**src/rtl/au_pkg.sv**
```systemverilog
// Shared types and constants for the I2S frame receiver.
package au_pkg;
    typedef enum logic [1:0] {
        SYNC  = 2'd0,
        LEFT  = 2'd1,
        RIGHT = 2'd2
    } rx_state_t;

    localparam int   DEF_DATA_W = 24;
    localparam logic WS_LEFT    = 1'b0;
    localparam logic WS_RIGHT   = 1'b1;
endpackage

```
**src/rtl/au_sync_edge.sv**
```systemverilog
// Multi-flop synchroniser with a one-cycle rising-edge pulse on the synced level.
module au_sync_edge
    import au_pkg::*;
#(
    parameter int STAGES = 2
) (
    input  logic clk,
    input  logic rst,
    input  logic d,
    output logic q,
    output logic rise
);
    logic [STAGES-1:0] chain;
    logic              q_d;

    always_ff @(posedge clk) begin
        if (!rst) begin
            chain <= '0;
            q_d   <= 1'b0;
        end else begin
            chain <= {chain[STAGES-2:0], d};
            q_d   <= chain[STAGES-1];
        end
    end

    assign q    = chain[STAGES-1];
    assign rise = q & ~q_d;
endmodule

```
**src/rtl/i2s_frame_rx.sv**
```systemverilog
// I2S receiver: oversamples bclk/ws/sdata in sys_clk and emits aligned L/R pairs.
// Define I2S_LEFT_JUSTIFIED_EN for left-justified framing instead of one-bclk-delay I2S.
module i2s_frame_rx
    import au_pkg::*;
#(
    parameter int DATA_W      = DEF_DATA_W,
    parameter int SYNC_STAGES = 2,
    parameter int CNT_W       = 6
) (
    input  logic                     sys_clk,
    input  logic                     sys_rst,
    input  logic                     bclk,
    input  logic                     ws,
    input  logic                     sdata,
    output logic                     receive_valid,
    output logic signed [DATA_W-1:0] receive_left_data,
    output logic signed [DATA_W-1:0] receive_right_data,
    output logic                     frame_err
);
    localparam logic [CNT_W-1:0] DATA_W_C = CNT_W'(DATA_W);
    localparam logic [CNT_W-1:0] CNT_MAX  = '1;

    logic bclk_lvl_unused, bclk_rise;
    logic ws_s, ws_rise_unused;
    logic sd_s, sd_rise_unused;

    au_sync_edge #(.STAGES(SYNC_STAGES)) u_sync_bclk (
        .clk(sys_clk), .rst(sys_rst), .d(bclk), .q(bclk_lvl_unused), .rise(bclk_rise)
    );
    au_sync_edge #(.STAGES(SYNC_STAGES)) u_sync_ws (
        .clk(sys_clk), .rst(sys_rst), .d(ws), .q(ws_s), .rise(ws_rise_unused)
    );
    au_sync_edge #(.STAGES(SYNC_STAGES)) u_sync_sd (
        .clk(sys_clk), .rst(sys_rst), .d(sdata), .q(sd_s), .rise(sd_rise_unused)
    );

    rx_state_t         state, state_nx;
    logic              ws_cur;
    logic [DATA_W-1:0] shifter, shift_in, close_word, aligned;
    logic [DATA_W-1:0] left_hold, right_hold;
    logic [CNT_W-1:0]  bit_cnt, cnt_inc, close_cnt;
    logic              word_end, short_word, pair_done;
    logic              ld_left, ld_right, seq_err;

    // Left-align a word of n received bits; short words get zero LSBs.
    function automatic logic [DATA_W-1:0] align(input logic [DATA_W-1:0] w,
                                                input logic [CNT_W-1:0]  n);
        if (n >= DATA_W_C) return w;
        return w << (DATA_W_C - n);
    endfunction

    // ws_cur is the channel of the word in progress; a change on this edge ends it.
    assign word_end = bclk_rise && (ws_s != ws_cur);
    assign shift_in = (bit_cnt < DATA_W_C) ? {shifter[DATA_W-2:0], sd_s} : shifter;
    assign cnt_inc  = (bit_cnt == CNT_MAX) ? bit_cnt : bit_cnt + 1'b1;

`ifdef I2S_LEFT_JUSTIFIED_EN
    // The ws-change bit belongs to the next word, so close on what is already held.
    assign close_word = shifter;
    assign close_cnt  = bit_cnt;
`else
    // The ws-change bit is the LSB of the finishing word.
    assign close_word = shift_in;
    assign close_cnt  = cnt_inc;
`endif

    assign aligned    = align(close_word, close_cnt);
    assign short_word = close_cnt < DATA_W_C;

    always_ff @(posedge sys_clk) begin
        if (!sys_rst) state <= SYNC;
        else          state <= state_nx;
    end

    always_comb begin
        state_nx = state;
        if (word_end) begin
            case (state)
                SYNC:    if (ws_cur == WS_RIGHT) state_nx = LEFT;
                LEFT:    state_nx = (ws_cur == WS_LEFT)  ? RIGHT : SYNC;
                RIGHT:   state_nx = (ws_cur == WS_RIGHT) ? LEFT  : SYNC;
                default: state_nx = SYNC;
            endcase
        end
    end

    always_comb begin
        ld_left  = 1'b0;
        ld_right = 1'b0;
        seq_err  = 1'b0;
        if (word_end) begin
            ld_left  = (state == LEFT)  && (ws_cur == WS_LEFT);
            ld_right = (state == RIGHT) && (ws_cur == WS_RIGHT);
            seq_err  = (state != SYNC) && !ld_left && !ld_right;
        end
    end

    always_ff @(posedge sys_clk) begin
        if (!sys_rst) begin
            ws_cur             <= 1'b0;
            shifter            <= '0;
            bit_cnt            <= '0;
            left_hold          <= '0;
            right_hold         <= '0;
            pair_done          <= 1'b0;
            receive_valid      <= 1'b0;
            receive_left_data  <= '0;
            receive_right_data <= '0;
            frame_err          <= 1'b0;
        end else begin
            if (bclk_rise) begin
                ws_cur <= ws_s;
                if (word_end) begin
`ifdef I2S_LEFT_JUSTIFIED_EN
                    shifter <= {{(DATA_W-1){1'b0}}, sd_s};
                    bit_cnt <= CNT_W'(1);
`else
                    shifter <= '0;
                    bit_cnt <= '0;
`endif
                end else begin
                    shifter <= shift_in;
                    bit_cnt <= cnt_inc;
                end
            end
            if (ld_left)  left_hold  <= aligned;
            if (ld_right) right_hold <= aligned;
            if ((word_end && short_word) || seq_err) frame_err <= 1'b1;

            // Publish the pair one cycle after the right word lands so both move together.
            pair_done     <= ld_right;
            receive_valid <= pair_done;
            if (pair_done) begin
                receive_left_data  <= left_hold;
                receive_right_data <= right_hold;
            end
        end
    end
endmodule

```
**config.mk**
```make
export PLATFORM = sky130hd
export DESIGN_NAME = i2s_frame_rx
export DESIGN_NICKNAME = d
export VERILOG_FILES = /design/src/rtl/au_pkg.sv /design/src/rtl/au_sync_edge.sv /design/src/rtl/i2s_frame_rx.sv
export SDC_FILE = /design/constraint.sdc
export NUM_CORES = 1
export LEC_CHECK = 0
export CORE_MARGIN = 2
export CORE_UTILIZATION = 60
export CTS_BUF_LIST = sky130_fd_sc_hd__clkbuf_4
export CTS_CLUSTER_DIAMETER = 40
export DETAILED_ROUTE_END_ITERATION = 7
export PLACE_DENSITY = 0.81
export SLEW_MARGIN = 20
export SYNTH_ARGS = -nofsm -noshare
export SYNTH_HDL_FRONTEND = slang
export SYNTH_HIERARCHICAL = 1
export SYNTH_SLANG_ARGS = --single-unit
```
**constraint.sdc**
```tcl
create_clock -name sys_clk -period 3.05 [get_ports sys_clk]
set_clock_uncertainty 0.1 [all_clocks]
set_input_delay 0.4575 -clock sys_clk [delete_from_list [all_inputs] [get_ports sys_clk]]
set_output_delay 0.4575 -clock sys_clk [all_outputs]
set_load 0.05 [all_outputs]
```
==> impl_metrics.csv <==
group,metric,value,unit
clock_network,clock-sinks,139,
hold_path,min_path_cells,1,
global_route,grt_pass1_wl,37400,µm
sta,max_slew_margin,53.2,%
route,wl_per_cell,19.5,µm
sta,layout_min_cycle_time,2890,ps
clock_network,postCtsHoldBufs,0,
route,drt-total-wl,23800,µm
sta,report.final.slew_viol_count,0,
setup_path,crit_family,"simple AND/OR/NAND/NOR gates",
clock_network,cts_tree,"done",
setup_path,start_kind,"flop",
clock_network,clkTransAtPathRegs,120,ps
route,drc,0,
global_route,grt_pass1_vias,6859,
clock_network,cts_buffer_depth,2,
die,pin_count,55,
clock_network,cts.htree.levels,4,
setup_path,reg2reg_slack,160,ps
cells_and_area,mostFrequentLayoutCell,"nor2_1",
clock_network,root_buffer,"clkbuf_4",
cells_and_area,drive_gt1_share,17.3,%
die,fp.coreArea,0.0125,mm²
synth,avgSynthCellArea,8.00,µm²
die,rows,41,
route,first_pass_iters,6,
hold_path,hp-class,"flop to flop",
sta,fin_hold_ws,348,ps
synth,netlist_instances,955,
place,place.gp.congestion,1.02,
clock_network,cts_buffers,17,
cells_and_area,fin_area,0.00922,mm²
setup_path,worstSetupPathType,"flop to flop",
sta,fin_crit_sh,94.7,%
setup_path,crit_fanout,14,
sta,max_freq,346,MHz
clock_network,clock_latency,580,ps
cells_and_area,final_nets,1041,
power_and_ir_drop,p_per_area,386,mW/mm²
setup_path,critPathArrivalTime,3280,ps
setup_path,cpPeakStageDelay,460,ps
sta,setup_viol,0,
setup_path,timing.rr.start,"bit_cnt[0]",
setup_path,r2r-end,"left_hold[13]",
global_route,antenna_found_initial,0,
route,vias,7774,
setup_path,critPathCaptureType,"flop",
global_route,grt_overflow_total,0,
global_route,track_usage,35.7,%
setup_path,required,3440,ps
sta,rsz0062_at_grt,"false",
hold_path,min_to,"u_sync_bclk/chain[1]",
route,drtAntennaViolNets,0,
hold_path,min_from,"u_sync_bclk/chain[0]",
cells_and_area,finalCoreUtilization,73.7,%
route,viasPerCell,6.37,
die,dieArea,0.0137,mm²
setup_path,worst_r2r_path_depth,9,
setup_path,crit_buf_inv,0,
setup_path,path_cells,"ha_4 -> and4_4 -> a21boi_4 -> or3_1 -> nand2_4 -> mux2_2 -> mux4_2 -> nand2b_1 -> a31oi_1",
power_and_ir_drop,p_leak,3.27,nW
synth,synth-warning-count,6,
run_status,outcome,"completed",
die,die_w,117,µm
cells_and_area,area_growth,20.7,%
synth,synth_nets,961,
global_route,grt_max_degree,64,
place,hpwlAfterDp,17000,µm
route,drt_iter0_drc,1117,
die,start_util,61.0,%
sta,tightest_slew,702,ps
place,placed_cell_area,0.00875,mm²
cells_and_area,diodes,0,
die,die_y,117,µm
sta,hold_viol,0,
place,portBuffers,54,
power_and_ir_drop,max-vdd-ir-drop,0.000393,V
cells_and_area,final_cell_mix,"nor2_1 (145), dfxtp_1 (136), buf_4 (91), a21oi_1 (85), nand2_1 (65)",
setup_path,crit_slowest_cell,"mux4_2",
flow_run,maxCapViolCount,0,
synth,synth_area,0.00764,mm²
[repair_timing]
item | 4_1_cts | 5_1_grt
pin swaps | 0 | 3
endpoints found under the setup margin | 4 | 37
setup buffers | 0 | 5
gates resized for setup | 3 | 17
[metal layers]
metal,track usage (%),up-vias,share of wire (%)
met4,12.1,0,2.7
met3,7.36,62,8.0
li1,-,3638,-
met1,49.2,3691,43
met2,56.4,383,46
met5,0,-,0
[through the flow]
stage	cells	worst slack, ps	TNS (ps)	power, mW
after floorplan	955	295	0	2.06
after global placement	1183	6.36	0	2.15
after detailed placement	1183	-49.9	-85.7	2.15
after CTS	1215	5.52	0	3.55
after global routing	1220	7.47	0	3.66
final	1220	161	0	3.56
[sequential cells by signal (all words and copies together) (netlist names)]
name	count
shifter	24
pair_done	1
right_hold	24
u_sync_bclk/q_d	1
receive_right_data	24
receive_left_data	24
ws_cur	1
frame_err	1
u_sync_bclk/chain	2
left_hold	24
u_sync_sd/chain	2
state	2
receive_valid	1
bit_cnt	6
u_sync_ws/chain	2
[report_power, final]
part	switching (mW)	leakage (nW)	internal (mW)
sequential	0.00443	1.12	1.82
combinational	0.181	1.97	0.123
clock	0.758	0.179	0.669
total	0.943	3.27	2.61
[worst max-delay path by stage]
stage | from | endpoint | slack (ps) | cells past startpoint
final | bit_cnt[0] | left_hold[13] | 160 | 9
after floorplan | bit_cnt[0] | left_hold[17] | 290 | 11
after global routing | bit_cnt[4] | left_hold[17] | 7 | 9
after detailed placement | bit_cnt[0] | left_hold[18] | -50 | 10
after global placement | bit_cnt[0] | left_hold[18] | 6 | 10
after CTS | bit_cnt[0] | left_hold[13] | 6 | 9
[final cells by class]
class / instances / area [µm²]
Multi-Input combinational cell: 711 / 4480
Fill cell: 1025 / 3290
Sequential cell: 139 / 2790
Timing Repair Buffer: 152 / 1350
Tap cell: 172 / 215
Clock inverter: 15 / 211
Clock buffer: 17 / 128
Inverter: 14 / 52.6
Power figures use the tool's default switching activity.
==> RTL edit: new RTL, same flow settings <==
Encoding of `rx_state_t`: now one-hot (3 bits for 3 states).
--- a/src/rtl/au_pkg.sv
+++ b/src/rtl/au_pkg.sv
@@ -1,9 +1,9 @@
 // Shared types and constants for the I2S frame receiver.
 package au_pkg;
-    typedef enum logic [1:0] {
-        SYNC  = 2'd0,
-        LEFT  = 2'd1,
-        RIGHT = 2'd2
+    typedef enum logic [2:0] {
+        SYNC  = 3'b001,
+        LEFT  = 3'b010,
+        RIGHT = 3'b100
     } rx_state_t;
 
     localparam int   DEF_DATA_W = 24;
Check against the original RTL: same outputs for any inputs over 10 cycles, from zero or initial values and one cycle with sys_rst low; not proved beyond that.
==> RTL edit against the unedited design <==
Routed wire length hardly changed; first-iteration DRC count is 8.1% higher; combinational power is 14% lower; fmax down 2.9%; synthesized area shrank 0.95%; critical path depth increased by 1; cell area is 1.6% lower; cell count shrank 2.5%; sequential cell count up 1; die area is 0.91% lower; power is 7.0% lower; clock power shrank 15%; worst setup slack lost 0.086 ns; critical path type unchanged; largest power group unchanged; highest routed layer unchanged.
==> RTL edit: results (changes against the unedited design) <==
* Final #Nets at 1,011 (-2.9%)
* Largest fanout on the critical path at 11 (-3)
* Port Buffers at 54 (unchanged)
* Worst Hold Class: flip-flop to flip-flop
* GR Util All Layers at 35.41% (-0.33 points)
* PwrDens at 364.4 mW/mm^2 (-5.5%)
* Tightest Pin Transition at 0.7723 ns (+0.07006 ns)
* Worst-skew pair later-pin latency at 0.58 ns (about the same)
* Outcome: complete, no violations
* Clock transition at path regs at ~0.13 ns
* 1st-pass router iterations at 6 (unchanged)
* Vias per inst at 6.516 (+2.3%)
* Worst R2R Setup Slack at 0.08 ns (-0.09 ns)
* Antenna diodes at 0 (unchanged)
* Capture point of the worst path: left_hold[19]
* Placed cell count at 1,156 (-2.3%)
* Largest net degree at the start of global routing at 69 (+7.8%)
* Antenna violations before repair at 0 (unchanged)
* Starting DRT DRC Count at 1,207 (+8.1%)
* Worst EP arrival at 3.34 ns (+0.06 ns)
* Mapped Cells at 929 (-2.7%)
* Hold slack at 0.3570 ns (+0.009234 ns)
* CTS buffer count at 17 (unchanged)
* Root buf cell: clkbuf_4
* CTS max path bufs at 2 (unchanged)
* H-tree levels at 4 (unchanged)
* Depth of the worst register-to-register path at 10 (+1)
* First-pass GRT wire length at 37.00 mm (-1.1%)
* Peak supply drop at 291.7 uV (-26%)
* CP startpoint: bit_cnt[3]
* Vias in the first global route at 6,797 (-0.90%)
* Gp weighted congestion at 1.084 (+6.5%)
* Drt total wl at 23.78 mm (about the same)
* P_leak at 3.077 nW (-6.0%)
* DP HPWL at 17.22 mm (+1.2%)
* YS warnings at 6 (unchanged)
* Worst setup EP type: flip-flop
* Fin cells at 1,190 (-2.5%)
* Syn nets at 935 (-2.7%)
* Layout cell share with drive strength beyond 1 at 17.09% (-0.18 points)
RTL edit: layout make-up:
cell class | instances | area, sq um
multi-input cells | 689 | 4472
clock buffers | 17 | 127.6
flip-flops and latches | 140 | 2809
repair buffers | 138 | 1229
well taps | 172 | 215.2
clock inverters | 15 | 150.1
inverters | 19 | 71.32
fillers | 991 | 3392
RTL edit: critical path, stage by stage, from the launching register on:
cell and delay [ns]:
dfxtp_2 0.47, a21o_1 0.33, o21ai_1 0.13, buf_4 0.21, a32oi_1 0.22, o211ai_1 0.23
mux4_2 0.53, o2bb2ai_1 0.15, a311oi_1 0.26, buf_4 0.18, a21oi_1 0.06
RTL edit: metal layers:
layer  GRT usage, %  up-vias  wire (microns)
li1               -     3574               -
met2          53.84      428           10700
met4          15.00        0             949
met1          50.03     3669           10040
met3          5.760       83            2095
met5              0        -               0
RTL edit: where the power goes:
part           leakage (nW)  switching (mW)  internal (mW)
sequential             1.13         0.00347           1.83
combinational          1.80           0.161         0.0991
clock                 0.150           0.778          0.431
total                  3.08           0.942           2.36
RTL edit: worst min path at each step:
stage | cells past startpoint | end | startpoint
6_report | 1 | u_sync_ws/chain[1] | u_sync_ws/chain[0]
5_1_grt | 2 | u_sync_ws/chain[0] | ws
4_1_cts | 2 | u_sync_bclk/chain[0] | bclk
3_5_place_dp | 1 | u_sync_ws/chain[1] | u_sync_ws/chain[0]
3_3_place_gp | 1 | u_sync_ws/chain[1] | u_sync_ws/chain[0]
2_1_floorplan | 1 | u_sync_bclk/chain[1] | u_sync_bclk/chain[0]
RTL edit: metrics by stage:
| stage | power (mW) | setup slack [ns] | util (%) | TNS (ns) | area, sq um |
|---|---|---|---|---|---|
| floorplan | 2.036 | 0.1878 | - | 0 | 7567 |
| global placement | 2.121 | -0.06486 | 69.50 | -0.2537 | 8663 |
| detailed placement | 2.121 | -0.08342 | 69.53 | -0.2940 | 8667 |
| CTS | 3.302 | 0.02634 | 71.82 | 0 | 8952 |
| global route | 3.416 | 0.004079 | 72.79 | 0 | 9074 |
| finish | 3.306 | 0.07560 | 72.79 | 0 | 9074 |
RTL edit: repair_timing:
| action | in CTS | in global routing |
|---|---|---|
| endpoints found under the hold margin | 0 | 0 |
| setup endpoints to repair | 16 | 38 |
| pin swaps | 0 | 4 |
| gates resized for setup | 3 | 23 |
| setup buffers | 0 | 2 |
| cloned | 0 | 0 |
| hold buffers | 0 | 0 |
